$ cat src/rtl/rv_pkg.sv
// Shared register-file types: data/address widths and the write-request record.
package rv_pkg;

    localparam int XLEN   = 32;
    localparam int REG_AW = 5;

    typedef struct packed {
        logic [REG_AW-1:0] adr;
        logic [XLEN-1:0]   data;
    } reg_wr_t;

endpackage

$ cat src/rtl/regfile_writeback_if.sv
// Producer handshakes, flush, register-file write port and status for regfile_writeback.
interface regfile_writeback_if;
    import rv_pkg::*;

    logic              alu_valid;
    logic              alu_ready;
    logic [REG_AW-1:0] alu_adr;
    logic [XLEN-1:0]   alu_data;
    logic              ld_valid;
    logic              ld_ready;
    logic [REG_AW-1:0] ld_adr;
    logic [XLEN-1:0]   ld_data;
    logic              flush;
    logic              wend;
    logic [REG_AW-1:0] write_adr;
    logic [XLEN-1:0]   write_data;
    logic [31:0]       pend_mask;
    logic              busy;

    modport master (
        output alu_valid, alu_adr, alu_data, ld_valid, ld_adr, ld_data, flush,
        input  alu_ready, ld_ready, wend, write_adr, write_data, pend_mask, busy
    );

    modport slave (
        input  alu_valid, alu_adr, alu_data, ld_valid, ld_adr, ld_data, flush,
        output alu_ready, ld_ready, wend, write_adr, write_data, pend_mask, busy
    );

endinterface

$ cat src/rtl/wb_fifo.sv
// In-order synchronous FIFO of write requests with a per-entry valid/adr view.
module wb_fifo
    import rv_pkg::*;
#(
    parameter int  DEPTH = 4,
    parameter type T     = reg_wr_t,
    localparam int PW    = $clog2(DEPTH),
    localparam int CW    = PW + 1
) (
    input  logic              clk,
    input  logic              rst,
    input  logic              push,
    input  T                  wdata,
    input  logic              pop,
    input  logic              clear,
    output T                  head,
    output logic              full,
    output logic              empty,
    output logic [CW-1:0]     count,
    output logic [DEPTH-1:0]  ent_valid,
    output logic [REG_AW-1:0] ent_adr [DEPTH]
);

    T              mem_q [DEPTH];
    T              mem_d [DEPTH];
    logic [PW-1:0] wr_ptr_q, wr_ptr_d;
    logic [PW-1:0] rd_ptr_q, rd_ptr_d;
    logic [CW-1:0] cnt_q, cnt_d;
    logic          do_push, do_pop;

    assign full    = (cnt_q == CW'(DEPTH));
    assign empty   = (cnt_q == '0);
    assign count   = cnt_q;
    assign head    = mem_q[rd_ptr_q];
    assign do_push = push && !full;
    assign do_pop  = pop && !empty;

    always_comb begin
        mem_d    = mem_q;
        wr_ptr_d = wr_ptr_q;
        rd_ptr_d = rd_ptr_q;
        cnt_d    = cnt_q;
        if (clear) begin
            wr_ptr_d = '0;
            rd_ptr_d = '0;
            cnt_d    = '0;
        end else begin
            if (do_push) begin
                mem_d[wr_ptr_q] = wdata;
                wr_ptr_d        = wr_ptr_q + 1'b1;
            end
            if (do_pop) begin
                rd_ptr_d = rd_ptr_q + 1'b1;
            end
            cnt_d = cnt_q + CW'(do_push) - CW'(do_pop);
        end
    end

    // Entry i is live when its distance from the read pointer is below the count.
    always_comb begin
        logic [PW-1:0] off;
        ent_valid = '0;
        off       = '0;
        for (int i = 0; i < DEPTH; i++) begin
            off          = PW'(i) - rd_ptr_q;
            ent_valid[i] = (CW'(off) < cnt_q);
            ent_adr[i]   = mem_q[i].adr;
        end
    end

    always_ff @(posedge clk) begin
        if (rst) begin
            wr_ptr_q <= '0;
            rd_ptr_q <= '0;
            cnt_q    <= '0;
        end else begin
            wr_ptr_q <= wr_ptr_d;
            rd_ptr_q <= rd_ptr_d;
            cnt_q    <= cnt_d;
        end
    end

    always_ff @(posedge clk) begin
        mem_q <= mem_d;
    end

endmodule

$ cat src/rtl/regfile_writeback.sv
// Register-file write front end: load-priority arbitration, in-order queue, registered write port.
module regfile_writeback
    import rv_pkg::*;
#(
    parameter int DEPTH = 4
) (
    input  logic                clk,
    input  logic                rst,
    regfile_writeback_if.slave  bus
);

    localparam int CW = $clog2(DEPTH) + 1;

    reg_wr_t           head;
    reg_wr_t           push_data;
    logic              full, empty, push, pop;
    logic [CW-1:0]     count;
    logic [DEPTH-1:0]  ent_valid;
    logic [REG_AW-1:0] ent_adr [DEPTH];

    logic              wend_q, wend_d;
    logic [REG_AW-1:0] write_adr_q, write_adr_d;
    logic [XLEN-1:0]   write_data_q, write_data_d;
    logic [31:0]       pend_mask;

    // Readiness looks only at the registered full flag, never at this cycle's pop.
    assign bus.ld_ready  = !full;
    assign bus.alu_ready = !full && !bus.ld_valid;

    always_comb begin
        push_data = '0;
        push      = 1'b0;
        if (bus.ld_valid) begin
            push_data.adr  = bus.ld_adr;
            push_data.data = bus.ld_data;
            push           = !full;
        end else if (bus.alu_valid) begin
            push_data.adr  = bus.alu_adr;
            push_data.data = bus.alu_data;
            push           = !full;
        end
    end

    assign pop = !empty;

    wb_fifo #(.DEPTH(DEPTH), .T(reg_wr_t)) u_fifo (
        .clk       (clk),
        .rst       (rst),
        .push      (push),
        .wdata     (push_data),
        .pop       (pop),
        .clear     (bus.flush),
        .head      (head),
        .full      (full),
        .empty     (empty),
        .count     (count),
        .ent_valid (ent_valid),
        .ent_adr   (ent_adr)
    );

    // x0 entries still drain but never raise the write enable.
    always_comb begin
        wend_d       = 1'b0;
        write_adr_d  = write_adr_q;
        write_data_d = write_data_q;
        if (pop) begin
            wend_d       = (head.adr != '0);
            write_adr_d  = head.adr;
            write_data_d = head.data;
        end
    end

    always_ff @(posedge clk) begin
        if (rst) begin
            wend_q       <= 1'b0;
            write_adr_q  <= '0;
            write_data_q <= '0;
        end else begin
            wend_q       <= wend_d;
            write_adr_q  <= write_adr_d;
            write_data_q <= write_data_d;
        end
    end

    always_comb begin
        pend_mask = '0;
        for (int i = 0; i < DEPTH; i++) begin
            if (ent_valid[i]) begin
                pend_mask[ent_adr[i]] = 1'b1;
            end
        end
        if (wend_q) begin
            pend_mask[write_adr_q] = 1'b1;
        end
        pend_mask[0] = 1'b0;
    end

    assign bus.wend       = wend_q;
    assign bus.write_adr  = write_adr_q;
    assign bus.write_data = write_data_q;
    assign bus.pend_mask  = pend_mask;
    assign bus.busy       = (count != '0) || wend_q;

endmodule

$ cat src/flat_wrapper.sv
// flat-port wrapper written by rule: the top's interface ports become plain ports
module regfile_writeback_flat import rv_pkg::*;
#(
    parameter int DEPTH = 4
)
  (clk, rst, bus_alu_valid, bus_alu_adr, bus_alu_data, bus_ld_valid, bus_ld_adr, bus_ld_data, bus_flush, bus_alu_ready, bus_ld_ready, bus_wend, bus_write_adr, bus_write_data, bus_pend_mask, bus_busy);
  regfile_writeback_if bus_i ();
  input  logic clk;
  input  logic rst;
  input wire logic [$bits(bus_i.alu_valid)-1:0] bus_alu_valid;
  input wire logic [$bits(bus_i.alu_adr)-1:0] bus_alu_adr;
  input wire logic [$bits(bus_i.alu_data)-1:0] bus_alu_data;
  input wire logic [$bits(bus_i.ld_valid)-1:0] bus_ld_valid;
  input wire logic [$bits(bus_i.ld_adr)-1:0] bus_ld_adr;
  input wire logic [$bits(bus_i.ld_data)-1:0] bus_ld_data;
  input wire logic [$bits(bus_i.flush)-1:0] bus_flush;
  output wire logic [$bits(bus_i.alu_ready)-1:0] bus_alu_ready;
  output wire logic [$bits(bus_i.ld_ready)-1:0] bus_ld_ready;
  output wire logic [$bits(bus_i.wend)-1:0] bus_wend;
  output wire logic [$bits(bus_i.write_adr)-1:0] bus_write_adr;
  output wire logic [$bits(bus_i.write_data)-1:0] bus_write_data;
  output wire logic [$bits(bus_i.pend_mask)-1:0] bus_pend_mask;
  output wire logic [$bits(bus_i.busy)-1:0] bus_busy;
  assign bus_i.alu_valid = bus_alu_valid;
  assign bus_i.alu_adr = bus_alu_adr;
  assign bus_i.alu_data = bus_alu_data;
  assign bus_i.ld_valid = bus_ld_valid;
  assign bus_i.ld_adr = bus_ld_adr;
  assign bus_i.ld_data = bus_ld_data;
  assign bus_i.flush = bus_flush;
  assign bus_alu_ready = bus_i.alu_ready;
  assign bus_ld_ready = bus_i.ld_ready;
  assign bus_wend = bus_i.wend;
  assign bus_write_adr = bus_i.write_adr;
  assign bus_write_data = bus_i.write_data;
  assign bus_pend_mask = bus_i.pend_mask;
  assign bus_busy = bus_i.busy;
  regfile_writeback #(.DEPTH(DEPTH)) u_core (.clk(clk), .rst(rst), .bus(bus_i));
endmodule
$ cat config.mk
export PLATFORM = sky130hd
export DESIGN_NAME = regfile_writeback_flat
export DESIGN_NICKNAME = d
export VERILOG_FILES = /design/src/rtl/rv_pkg.sv /design/src/rtl/regfile_writeback_if.sv /design/src/rtl/wb_fifo.sv /design/src/rtl/regfile_writeback.sv /design/src/flat_wrapper.sv
export SDC_FILE = /design/constraint.sdc
export NUM_CORES = 1
export LEC_CHECK = 0
export ABC_AREA = 1
export BUFFER_PORTS_ARGS = -buffer_cell sky130_fd_sc_hd__buf_2
export CORE_ASPECT_RATIO = 0.6
export CORE_MARGIN = 3
export CORE_UTILIZATION = 52
export DETAILED_ROUTE_END_ITERATION = 8
export MAX_ROUTING_LAYER = met4
export PLACE_DENSITY = 0.86
export SYNTH_ARGS = -nofsm -noshare
export SYNTH_HDL_FRONTEND = slang
export SYNTH_SLANG_ARGS = --single-unit
$ cat constraint.sdc
create_clock -name clk -period 3 [get_ports clk]
set_clock_uncertainty 0.2 [all_clocks]
set_input_delay 0.3 -clock clk [delete_from_list [all_inputs] [get_ports clk]]
set_output_delay 0.3 -clock clk [all_outputs]
set_load 0.05 [all_outputs]
# Word-level counts from Yosys, hierarchy flattened

Cells that the tools add are included.

Bits in registers: 193
Input bits: 79
Output and inout bits: 73
Logic and storage cells: 90

Add/subtract/negate cells: 8
$lt $le $gt $ge: 17
Equality and inequality tests: 1
Muxes and demuxes: 25
Bitwise gates (word level): 7
Reductions and logical operators: 18

Operators by type and width:

| cell                  | number |
|---|---|
| $mux W37              | 5 |
| $mux W32              | 5 |
| $bwmux W148           | 1 |
| $or A32 B32 Y32       | 4 |
| $bmux W37 S2          | 1 |
| $demux W37 S2         | 1 |
| $lt A5 B6 Y1 const B  | 5 |
| $demux W1 S5          | 5 |
| $ge A5 B1 Y1 const B  | 5 |
| $lt A2 B3 Y1          | 4 |
| $logic_and A1 B1 Y1   | 8 |
| $mux W1               | 7 |
| $ge A3 B3 Y1 const B  | 2 |
| $not A2 Y3            | 2 |
| $reduce_bool A5 Y1    | 1 |
| $add A2 B1 Y2 const B | 2 |
| $reduce_or A2 Y1      | 2 |
| $sub A1 B2 Y2 const A | 2 |
| $sub A2 B2 Y2 const A | 2 |
| $add A3 B1 Y3         | 1 |
| $eq A3 B3 Y1 const B  | 1 |
| $logic_not A1 Y1      | 3 |
| $logic_not A3 Y1      | 1 |
| $lt A3 B1 Y1 const B  | 1 |
| 5 further kinds       | 5 |

# Logic depth before layout (Yosys ltp)

Gate-level depths: netlist of the first run.

Depth after elaboration: 13
Gate-level depth with buffers: 12
Depth with buffers taken out: 10

# Modules after synthesis

Synthesis of the first run repeated with hierarchy kept, for this count alone.

Cell total of the unflattened synthesis: 1103
Area, all modules: 9359.0 um2

By module, submodules not included:

| module            | instances | cells each | area each (um2) | seq. area each (um2) |
|---|---|---|---|---|
| wb_fifo           | 1         | 455        | 6044.5          | 4584.4 |
| regfile_writeback | 1         | 648        | 3314.4          | 760.7 |

# Worst setup path before layout of the first run

No wires, ideal clock.

Kind: flip-flop to flip-flop
Start point: register u_core.u_fifo.cnt_q[0] (netlist: u_core.u_fifo.count[0])
End point: register u_core.u_fifo.mem_q, in the netlist u_core.u_fifo.ent_adr[0] (enable)
Library setup time: 0.431 ns
Arrival: 2.745 ns
Required time: 2.369 ns
Path slack: -0.376 ns
Stages on the path, launching flop included: 7
Path buffers: 0
Clock period less this slack: 3.376 ns
Path through: dfxtp_1 nor2_2 nand2_1 nand2_1 inv_1 nand2_1 nor2_1

Longest elaborated chain between the ends: 6

RTL lines:

| item                            | line                    | RTL |
|---|---|---|
| start, declared                 | wb_fifo.sv:28           | `logic [CW-1:0] cnt_q, cnt_d;` |
| start signal, assigned          | wb_fifo.sv:79           | `cnt_q <= cnt_d;` |
| $eq A3 B3 Y1 (*)                | wb_fifo.sv:31           | `assign full = (cnt_q == CW'(DEPTH));` |
| $logic_not A1 Y1 (*)            | n/a                     |  |
| named net bus_ld_ready          | flat_wrapper.sv:18      | `output wire logic [$bits(bus_i.ld_ready)-1:0] bus_ld_ready;` |
| $mux W1                         | regfile_writeback.sv:37 | `end else if (bus.alu_valid) begin` |
| $mux W1                         | regfile_writeback.sv:33 | `if (bus.ld_valid) begin` |
| $logic_and A1 B1 Y1 (*)         | wb_fifo.sv:35           | `assign do_push = push && !full;` |
| $reduce_and A2 Y1 (no line) (*) | n/a                     |  |
| end signal, assigned            | wb_fifo.sv:84           | `mem_q <= mem_d;` |
| end, declared                   | wb_fifo.sv:24           | `T mem_q [DEPTH];` |

The timed path passes the listed nets; every way through them passes the cells marked *.
A chain may end at the register's enable or synchronous reset.

# Worst setup path after layout of the first run

Start point: register u_core.u_fifo.cnt_q[1] (netlist: u_core.u_fifo.count[1])
End point: output port bus_pend_mask[22]

Longest elaborated chain between the ends: 10
Elaborated cells between the ends (all ways): 13
Those cells by class: order compare: 4; mux: 5; bitwise: 4

RTL lines:

| item                      | line                    | RTL |
|---|---|---|
| $lt A2 B3 Y1              | wb_fifo.sv:66           | `ent_valid[i] = (CW'(off) < cnt_q);` |
| $mux W32                  | regfile_writeback.sv:88 | `if (ent_valid[i]) begin` |
| $or A32 B32 Y32 (no line) | n/a                     |  |
| $mux W32                  | regfile_writeback.sv:88 |  |
| $or A32 B32 Y32 (no line) | n/a                     |  |
| $mux W32                  | regfile_writeback.sv:88 |  |
| $or A32 B32 Y32 (no line) | n/a                     |  |
| $mux W32 (*)              | regfile_writeback.sv:88 |  |
| $or A32 B32 Y32 (no line) | n/a                     |  |
| $mux W32 (*)              | regfile_writeback.sv:92 | `if (wend_q) begin` |
| end, declared             | flat_wrapper.sv:22      | `output wire logic [$bits(bus_i.pend_mask)-1:0] bus_pend_mask;` |

Every way passes the cells marked *; elsewhere a longest branch is shown, timed or not.

==> results of run 1 <==
[layout by cell type, fill, tap and decap left out, types with 5 or more instances in the layout]
cell type / n
nand3_1: 94
clkbuf_16: 18
nor2_1: 256
nor2_2: 18
ha_1: 9
buf_2: 148
nor3_1: 30
edfxtp_1: 148
inv_1: 55
nand2_1: 375
inv_2: 5
nand4_1: 32
buf_4: 16
dfxtp_1: 44
nor2_4: 9
o21ai_0: 36
a21oi_1: 5
[path summary, 6_finish.rpt]
check                                                            start                                      to  cells past startpoint
worst max-delay path                 u_core.u_fifo.count[1]$_SDFF_PP0_                       bus_pend_mask[22]                     10
worst min-delay path                                   bus_ld_data[24]       u_core.u_fifo.mem_q[24]$_DFFE_PP_                      3
worst max register to register       u_core.u_fifo.count[0]$_SDFF_PP0_       u_core.u_fifo.mem_q[63]$_DFFE_PP_                      7
worst min register to register  u_core.bus.write_data[31]$_SDFFE_PP0N_  u_core.bus.write_data[31]$_SDFFE_PP0N_                      2
[cell usage after synthesis (all sizes together)]
cell      n  share of area [%]
o21a      1              0.078
edfxtp  148                 46
nor3     30                1.5
fa        1               0.21
nand3    97                5.1
o211ai    3               0.23
dfxtp    45                9.3
a21oi     5               0.26
xor2      1              0.090
clkinv    1              0.052
inv      60                2.3
nand3b    3               0.23
conb      1              0.039
nand2   380                 15
ha        9                1.2
a211oi    2               0.21
or2       2               0.13
nor2    284                 11
clkbuf   10               0.39
o21ai    37                1.9
nand4    32                2.1
buf      37                2.6
[where the power goes]
group / internal [W] / switching [W] / total (W)
Combinational: 0.000386 / 0.00116 / 0.00155
Sequential: 0.00307 / 0.0000970 / 0.00316
Clock: 0.00106 / 0.000959 / 0.00202
Total: 0.00451 / 0.00222 / 0.00673
[per-stage QoR]
step / power, W / setup TNS (ns) / instance area, sq um
finish: 0.00673 / 0 / 11300
global route: 0.00699 / -0.0452 / 11300
CTS: 0.00668 / 0 / 11200
global placement: 0.00465 / 0 / 10600
floorplan: 0.00429 / -55.63 / 9690
detailed placement: 0.00469 / 0 / 10600
[what timing repair did]
action	in CTS	in global routing
gates resized for setup	1	33
pin swaps	0	4
gates cloned	0	1
endpoints found under the setup margin	31	28
[final cells by class]
cell class,instances,share of cell area (%)
multi-input cells,888,34.9
clock buffers,20,3.87
repair buffers,169,8.40
clock inverters,12,0.765
inverters,61,2.04
well taps,234,2.59
flip-flops and latches,193,47.4
[per-layer routing]
metal / routed length [um] / GRT usage (%) / vias to the layer above
met5: 0 / - / -
met4: 296 / 5.63 / 0
met3: 3870 / 9.37 / 34
met2: 11400 / 37.0 / 516
met1: 12600 / 41.6 / 4078
li1: - / - / 4172
[registers in the layout, indices dropped and copies added, names as in the netlist]
| name | count |
|---|---|
| u_core.bus.wend | 1 |
| u_core.bus.write_adr | 5 |
| u_core.u_fifo.ent_adr | 20 |
| u_core.u_fifo.wr_ptr_q | 2 |
| u_core.u_fifo.rd_ptr_q | 2 |
| u_core.u_fifo.count | 3 |
| u_core.u_fifo.mem_q | 128 |
| u_core.bus.write_data | 32 |
[worst reg2reg max path, stage by stage (launching register included)]
cell,delay [ns]
dfxtp_1,0.42
nor2_2,0.09
nand2_1,0.08
nand2_1,0.15
inv_1,0.12
nand2_1,0.25
nor2_4,0.16
buf_4,0.49
[kinds of logic after synthesis]
| group | count (synthesis) | synth area share [%] |
|---|---|---|
| AO/OA/AOI/OAI | 48 | 2.69 |
| AND/OR/NAND/NOR | 828 | 35.3 |
| XOR/XNOR | 1 | 0.0904 |
| adder cells (fa/ha/maj) | 10 | 1.37 |
| buffers and inverters | 108 | 5.37 |
| other | 1 | 0.0387 |
| flip-flops | 193 | 55.2 |
==> metrics.txt, run 1 <==
power per cell area 596 mW/mm^2; Site Rows 37; CP Capture Type output port; WL per Instance 17.9 um; Critical Path AT 2.43 ns; area of the core 0.0177 sq mm; Reg area 0.00535 sq mm; Crit path max-delay family simple AND/OR/NAND/NOR gates; Gate Count Post-Synth 1189; Die Footprint 0.0204 sq mm; # IOs 152; Crit path buffers/inverters 3; antenna violations before repair 0; share of layout cells above drive strength 1 18.1%; fin util 63.8%; Port Buffer Count 150; root buffer cell clkbuf_16; CTS H-tree lvls 4; clock tree buffer depth 2; Routed WL 28200 um; drt pass-1 iters 6; Leakage 4.66 nW; status complete, no violations; Worst Path Max Fanout 27; clock slew seen by the registers of the worst setup and hold paths 0.06 ns; pin count of the biggest net entering global routing 40; dpl ws 0.245 ns; Netlist cell types 34; crit path max-delay cell type dfxtp_1; via/cell ratio 5.58; Iter 0 DRT Violations 1093; cell repeated most along the worst path nor2_1; antenna diode instance count 0; peak supply drop 0.492 mV; global-route wire length before repair 42900 um; Placed Cells 1544; Initial Utilization 54.8%; Area Overhead vs Synth 16.5%; achievable frequency 341 MHz; routed via count 8800; Avg Cell Area, Syn 8.15 sq um; number of global-route vias before repair 7858; final critical-path required period 2.93 ns; Total GRT Usage 27.9%; Die Width 182 um; net count after synthesis 1278; # setup viols final 0; CTS buffer count 17; Slew @ Worst Pin 0.761 ns; slew margin rel. 49.2%; hold buffer count at CTS 0; detailed placement HPWL 19100 um; Filler cells 1459; clk sinks 193; CP required 2.50 ns; non-filler cells, final 1577; final hold viol count 0; Final nets 1419; Seq/Total Area, Yosys 55.2%; Routed Antenna Nets 0; Final Wtd Congestion 1.08; worst hold-check path type in -> reg; Slew Limit Fails 0; Residual DRC 0; max-cap viol count 0; WS Path Type reg -> out; CTS tree built; crit path launch type register; #FFs+latches synth 193; YS warnings 0; Tcrit/Tclk final 97.7%; Post-Synthesis Cell Area 0.00969 sq mm; RSZ-0062 raised after global routing yes; multi-input logic area 0.00394 sq mm; Critical Path, Cell by Cell inv_1 -> ha_1 -> nor2_1 -> nand2_1 -> nand2_2 -> buf_12 -> nor2_1 -> nor2_2 -> nand3_1 -> buf_2; r2r setup slk 0.65 ns; Worst-Skew Late Latency 0.43 ns; total grt overflow 0; PnR worst setup slack 0.0702 ns; Crit path largest cell delay 0.39 ns; Die H 112 um; Hold WS 0.0154 ns; Post-CTS Setup Bufs 0
No activity file was read; power rests on OpenSTA's default activity.
==> run 2: changes to the inputs <==
--- a/config.mk
+++ b/config.mk
@@ -6,13 +6,14 @@
 export NUM_CORES = 1
 export LEC_CHECK = 0
 export ABC_AREA = 1
+export ABC_CLOCK_PERIOD_IN_PS = 3000
 export BUFFER_PORTS_ARGS = -buffer_cell sky130_fd_sc_hd__buf_2
 export CORE_ASPECT_RATIO = 0.6
 export CORE_MARGIN = 3
 export CORE_UTILIZATION = 52
 export DETAILED_ROUTE_END_ITERATION = 8
 export MAX_ROUTING_LAYER = met4
-export PLACE_DENSITY = 0.86
+export PLACE_DENSITY = 0.77
 export SYNTH_ARGS = -nofsm -noshare
 export SYNTH_HDL_FRONTEND = slang
 export SYNTH_SLANG_ARGS = --single-unit
==> constraint.sdc (replaced) <==
create_clock -name clk -period 3 [get_ports clk]
set_clock_uncertainty 0.2 [all_clocks]
set_input_delay 0.15 -clock clk [delete_from_list [all_inputs] [get_ports clk]]
set_output_delay 0.15 -clock clk [all_outputs]
set_load 0.05 [all_outputs]
==> metrics.txt, run 2 (synthesis gave the netlist of run 1 again) <==
max reg flops 128 (unchanged); cell repeated most along the worst path nor2_1; peak supply drop 0.418 mV (-15%); area of the core 0.0177 sq mm (unchanged); WL per Instance 18.7 um (+4.9%); non-filler cells, final 1652 (+4.8%); Reg area 0.00535 sq mm (about the same); clock tree buffer depth 2 (unchanged); Worst-Skew Late Latency 0.44 ns (about the same); Final Wtd Congestion 1.07 (-0.37%); Area Overhead vs Synth 24.6%; clock slew seen by the registers of the worst setup and hold paths 0.07 ns (about the same); Die H 112 um (unchanged); total grt overflow 0 (unchanged); CTS H-tree lvls 4 (unchanged); Final nets 1494 (+5.3%); Routed Antenna Nets 0 (unchanged); crit path launch type register; antenna violations before repair 0 (unchanged); PnR worst setup slack 0.0751 ns (+0.00490 ns); CTS tree built; dpl ws 0.300 ns (+0.0548 ns); worst hold-check path type in -> reg; fin util 68.3% (+4.5 points); Worst Path Max Fanout 27 (unchanged); Crit path buffers/inverters 2 (-1); routed via count 9369 (+6.5%); CTS buffer count 17 (unchanged); Crit path max-delay family simple AND/OR/NAND/NOR gates; Crit path largest cell delay 0.50 ns (+0.11 ns); root buffer cell clkbuf_16; achievable frequency 342 MHz (+0.17%); multi-input logic area 0.00390 sq mm (-1.1%); Site Rows 37 (unchanged); number of global-route vias before repair 8522 (+8.4%); slew margin rel. 47.1% (-2.1 points); final hold viol count 0 (unchanged); status complete, no violations; # setup viols final 0 (unchanged); clk sinks 193 (unchanged); Tcrit/Tclk final 97.5% (-0.16 points); WS Path Type reg -> out; share of layout cells above drive strength 1 16.6% (-1.5 points); most common cell after layout, fill and taps aside nand2_1; most frequent cells in the layout 376 x nand2_1, 264 x nor2_1, 150 x buf_2, 148 x edfxtp_1, 96 x nand3_1; Initial Utilization 54.8% (unchanged); power per cell area 597 mW/mm^2 (+0.16%); Post-Layout Inst Area 0.0121 sq mm (+7.0%); Iter 0 DRT Violations 1428 (+31%); Biggest register u_core.u_fifo.mem_q; final critical-path required period 2.92 ns (-0.00490 ns); Residual DRC 0 (unchanged); detailed placement HPWL 20400 um (+6.6%); Filler cells 1348 (-7.6%); Total GRT Usage 31.2% (+3.3 points); Die Width 182 um (unchanged); drt pass-1 iters 8 (+2); via/cell ratio 5.67 (+1.6%); Placed Cells 1546 (+0.13%); Die Footprint 0.0204 sq mm (unchanged); CP required 2.65 ns (+0.15 ns); Routed WL 31000 um (+9.9%); Port Buffer Count 150 (unchanged); Critical Path, Cell by Cell nand2_1 -> clkinv_2 -> nor2_2 -> ha_1 -> nand3_2 -> nand2_8 -> nor2_1 -> nor2_1 -> nand3_1 -> buf_2; CP Capture Type output port; pin count of the biggest net entering global routing 47 (+18%); Leakage 5.03 nW (+8.1%); antenna diode instance count 0 (unchanged); Critical Path AT 2.57 ns (+0.14 ns); crit path max-delay cell type dfxtp_1; global-route wire length before repair 47400 um (+11%); placed cell area 0.0106 sq mm (about the same); max-cap viol count 0 (unchanged); # IOs 152 (unchanged); Slew @ Worst Pin 0.793 ns (+0.0313 ns); Slew Limit Fails 0 (unchanged)
-- run 2: cell count changes in the layout (fill, tap and decap cells not counted), sizes merged --
cell	delta
buf	+2
clkinvlp	-2
dlygate4sd3	+74
bufinv	+3
clkinv	-2
-- run 2: what timing repair did --
action	4_1_cts	5_1_grt
setup endpoints to repair	18	27
pin swaps	0	0
hold endpoints to repair	148	0
setup buffers	0	0
hold buffers	74	0
resized for setup	1	15
-- run 2: metrics by stage --
step / power, W / hold WS, ns / setup TNS (ns)
floorplan: 0.00429 / 0.181 / -55.63
global placement: 0.00465 / 0.289 / 0
detailed placement: 0.00467 / 0.295 / 0
CTS: 0.00716 / 0.0113 / 0
global route: 0.00747 / 0.0611 / -0.00435
finish: 0.00721 / 0.0426 / 0
-- run 2: cell type report --
type	instances	area share (%)
clock buffer	21	3.99
clock inverter	11	1.25
inverter	61	1.91
multi-input combinational	888	32.3
sequential	193	44.3
tap	234	2.43
timing repair buffer	244	13.8
-- run 2: routing by layer --
metal	GRT usage (%)	vias to the layer above	routed length, um
met2	42.0	643	12700
met4	6.80	0	496
met3	11.8	63	4650
met5	-	-	0
met1	44.8	4330	13100
li1	-	4333	-
-- run 2: power breakdown --
group	leakage (nW)	internal, W	switching, W
clock network	0.314	0.00142	0.00102
registers	1.74	0.00306	0.000102
logic	2.98	0.000441	0.00117
-- run 2: final timing paths --
path	startpoint	to	slack [ns]	depth (start not counted)
max reg2reg	u_core.u_fifo.count[2]$_SDFF_PP0_	u_core.bus.write_data[0]$_SDFFE_PP0N_	0.59	6
min reg2reg	u_core.bus.write_data[4]$_SDFFE_PP0N_	u_core.bus.write_data[4]$_SDFFE_PP0N_	0.32	2
min	bus_flush	u_core.u_fifo.count[0]$_SDFF_PP0_	0.04	4
max	u_core.u_fifo.rd_ptr_q[1]$_SDFFE_PP0N_	bus_pend_mask[9]	0.08	10
-- run 2: tightest hold or removal path, cell delays in order --
cell     delay [ns]
buf_2          0.08
inv_1          0.08
nand2_1        0.27
nor2_1         0.06
==> run 3: changes to the inputs <==
--- a/config.mk
+++ b/config.mk
@@ -14,6 +14,7 @@
 export DETAILED_ROUTE_END_ITERATION = 8
 export MAX_ROUTING_LAYER = met4
 export PLACE_DENSITY = 0.77
+export REMOVE_ABC_BUFFERS = 1
 export SYNTH_ARGS = -nofsm -noshare
 export SYNTH_HDL_FRONTEND = slang
 export SYNTH_SLANG_ARGS = --single-unit
==> metrics.txt, run 3 (synthesis gave the netlist of run 1 again) <==
via/cell ratio 5.49 (-3.3%); Worst-Skew Late Latency 0.44 ns (about the same); Worst Path Max Fanout 27 (unchanged); most common cell after layout, fill and taps aside nand2_1; WP depth 10 (unchanged); Crit path largest cell delay 0.47 ns (-0.03 ns); Tcrit/Tclk final 96.7% (-0.75 points); achievable frequency 345 MHz (+0.78%); RSZ-0062 raised after global routing no; global-route wire length before repair 46500 um (-1.9%); pin count of the biggest net entering global routing 47 (unchanged); multi-input logic area 0.00389 sq mm (-0.32%); Leakage 5.00 nW (-0.57%); Crit path buffers/inverters 2 (unchanged); CTS buffer count 17 (unchanged); GR Util met2 40.6% (-1.4 points); antenna diode instance count 0 (unchanged); dpl ws 0.560 ns (+0.260 ns); Slew Limit Fails 0 (unchanged); slew margin rel. 45.1% (-2.0 points); crit path max-delay cell type dfxtp_1; CP Capture Type output port; WL per Instance 18.0 um (-4.2%); root buffer cell clkbuf_16; R2R depth 9 (+3); Final Wtd Congestion 1.05 (-2.3%); status complete, no violations; max reg flops 128 (unchanged); CP required 2.65 ns (about the same); Area Overhead vs Synth 24.2%; crit path launch type register; fin util 68.0% (-0.25 points); # IOs 152 (unchanged); final hold viol count 0 (unchanged); M1 GR Usage 45.0% (+0.15 points); CP startpoint u_core.u_fifo.rd_ptr_q[1]$_SDFFE_PP0N_; Post-Layout Inst Area 0.0120 sq mm (-0.37%); GRT met3 Usage 10.4% (-1.3 points); worst hold-check path type in -> reg; cell repeated most along the worst path nor2_1; GR peak layer met1; detailed placement HPWL 19700 um (-3.5%); r2r setup slk 0.64 ns (+0.05 ns); WS Path Type reg -> out; Residual DRC 0 (unchanged); Initial Utilization 54.8% (unchanged); Die H 112 um (unchanged); Fin Setup TNS 0 ns (unchanged); CTS tree built; CTS H-tree lvls 4 (unchanged); CP endpoint bus_pend_mask[24]; drt pass-1 iters 6 (-2); most frequent cells in the layout 377 x nand2_1, 266 x nor2_1, 150 x buf_2, 148 x edfxtp_1, 96 x nand3_1; Hold Path Stages 4 (unchanged); Site Rows 37 (unchanged); Critical R2R Capture u_core.u_fifo.count[2]$_SDFF_PP0_; final critical-path required period 2.90 ns (-0.0225 ns); max-cap viol count 0 (unchanged); total grt overflow 0 (unchanged); Reg area 0.00535 sq mm (unchanged); Die Footprint 0.0204 sq mm (unchanged); Routed WL 29700 um (-4.2%); Port Buffer Count 150 (unchanged); Critical Path AT 2.55 ns (-0.02 ns); Post-CTS Setup Bufs 0 (unchanged); Total GRT Usage 30.3% (-0.89 points); Die Width 182 um (unchanged); routed via count 9057 (-3.3%); reg2reg start u_core.u_fifo.count[0]$_SDFF_PP0_; number of global-route vias before repair 8348 (-2.0%); Final nets 1493 (-0.067%); Critical Path, Cell by Cell nand2_1 -> clkinv_2 -> nor2_2 -> ha_1 -> nand3_2 -> nand2_8 -> nor2_1 -> nor2_1 -> nand3_1 -> buf_2; Crit path max-delay family simple AND/OR/NAND/NOR gates; peak supply drop 0.491 mV (+18%); # setup viols final 0 (unchanged); placed cell area 0.0107 sq mm (+0.14%); share of layout cells above drive strength 1 16.4% (-0.20 points); antenna violations before repair 0 (unchanged); Filler cells 1390 (+3.1%); clk sinks 193 (unchanged); Routed Antenna Nets 0 (unchanged); power per cell area 582 mW/mm^2 (-2.6%); Biggest register u_core.u_fifo.mem_q; Slew @ Worst Pin 0.818 ns (+0.0254 ns); PnR worst setup slack 0.0976 ns (+0.0225 ns); area of the core 0.0177 sq mm (unchanged); Iter 0 DRT Violations 1103 (-23%); clock slew seen by the registers of the worst setup and hold paths 0.07 ns (about the same); clock tree buffer depth 2 (unchanged)
## run 3: worst min-delay path by stage
stage | start | end | slack [ns]
after detailed placement | bus_ld_data[28] | u_core.u_fifo.mem_q[28]$_DFFE_PP_ | 0.30
final | bus_flush | u_core.u_fifo.count[0]$_SDFF_PP0_ | 0.04
after global placement | bus_ld_data[28] | u_core.u_fifo.mem_q[28]$_DFFE_PP_ | 0.29
after CTS | bus_flush | u_core.u_fifo.count[0]$_SDFF_PP0_ | 0.03
after global routing | bus_flush | u_core.u_fifo.count[0]$_SDFF_PP0_ | 0.07
after floorplan | bus_ld_valid | u_core.u_fifo.ent_adr[0]$_DFFE_PP_ | 0.18
## run 3: area by class of cell
| type | count | share of cell area [%] |
|---|---|---|
| flip-flops and latches | 193 | 44.4 |
| inverters | 61 | 1.91 |
| well taps | 234 | 2.43 |
| multi-input cells | 888 | 32.3 |
| clock buffers | 18 | 3.65 |
| clock inverters | 14 | 1.33 |
| repair buffers | 243 | 13.9 |
## run 3: tightest hold or removal path, stage by stage
cell,delay (ns)
buf_2,0.10
inv_1,0.06
nand2_1,0.25
nor2_1,0.06
## run 3: repair_timing
action / 4_1_cts / 5_1_grt
resized for setup: 0 / 10
setup endpoints to repair: 0 / 17
endpoints found under the hold margin: 148 / 0
hold buffers: 74 / 0
## run 3: stage by stage
| stage | hold WS [ns] | cells | power, W |
|---|---|---|---|
| floorplan | 0.181 | 1142 | 0.00419 |
| global placement | 0.291 | 1545 | 0.00465 |
| detailed placement | 0.302 | 1545 | 0.00468 |
| CTS | 0.0265 | 1651 | 0.00699 |
| global route | 0.0745 | 1651 | 0.00727 |
| finish | 0.0427 | 1651 | 0.00700 |
## run 3: power breakdown
group	switching, W	internal [W]	leakage (nW)
logic	0.00115	0.000437	2.97
registers	0.000103	0.00306	1.74
clock network	0.00110	0.00115	0.293
## run 3: routing by layer
layer | up-vias | routed length, um
li1 | 4331 | -
met1 | 4133 | 13500
met2 | 571 | 11900
met3 | 22 | 4050
met4 | 0 | 182
met5 | - | 0
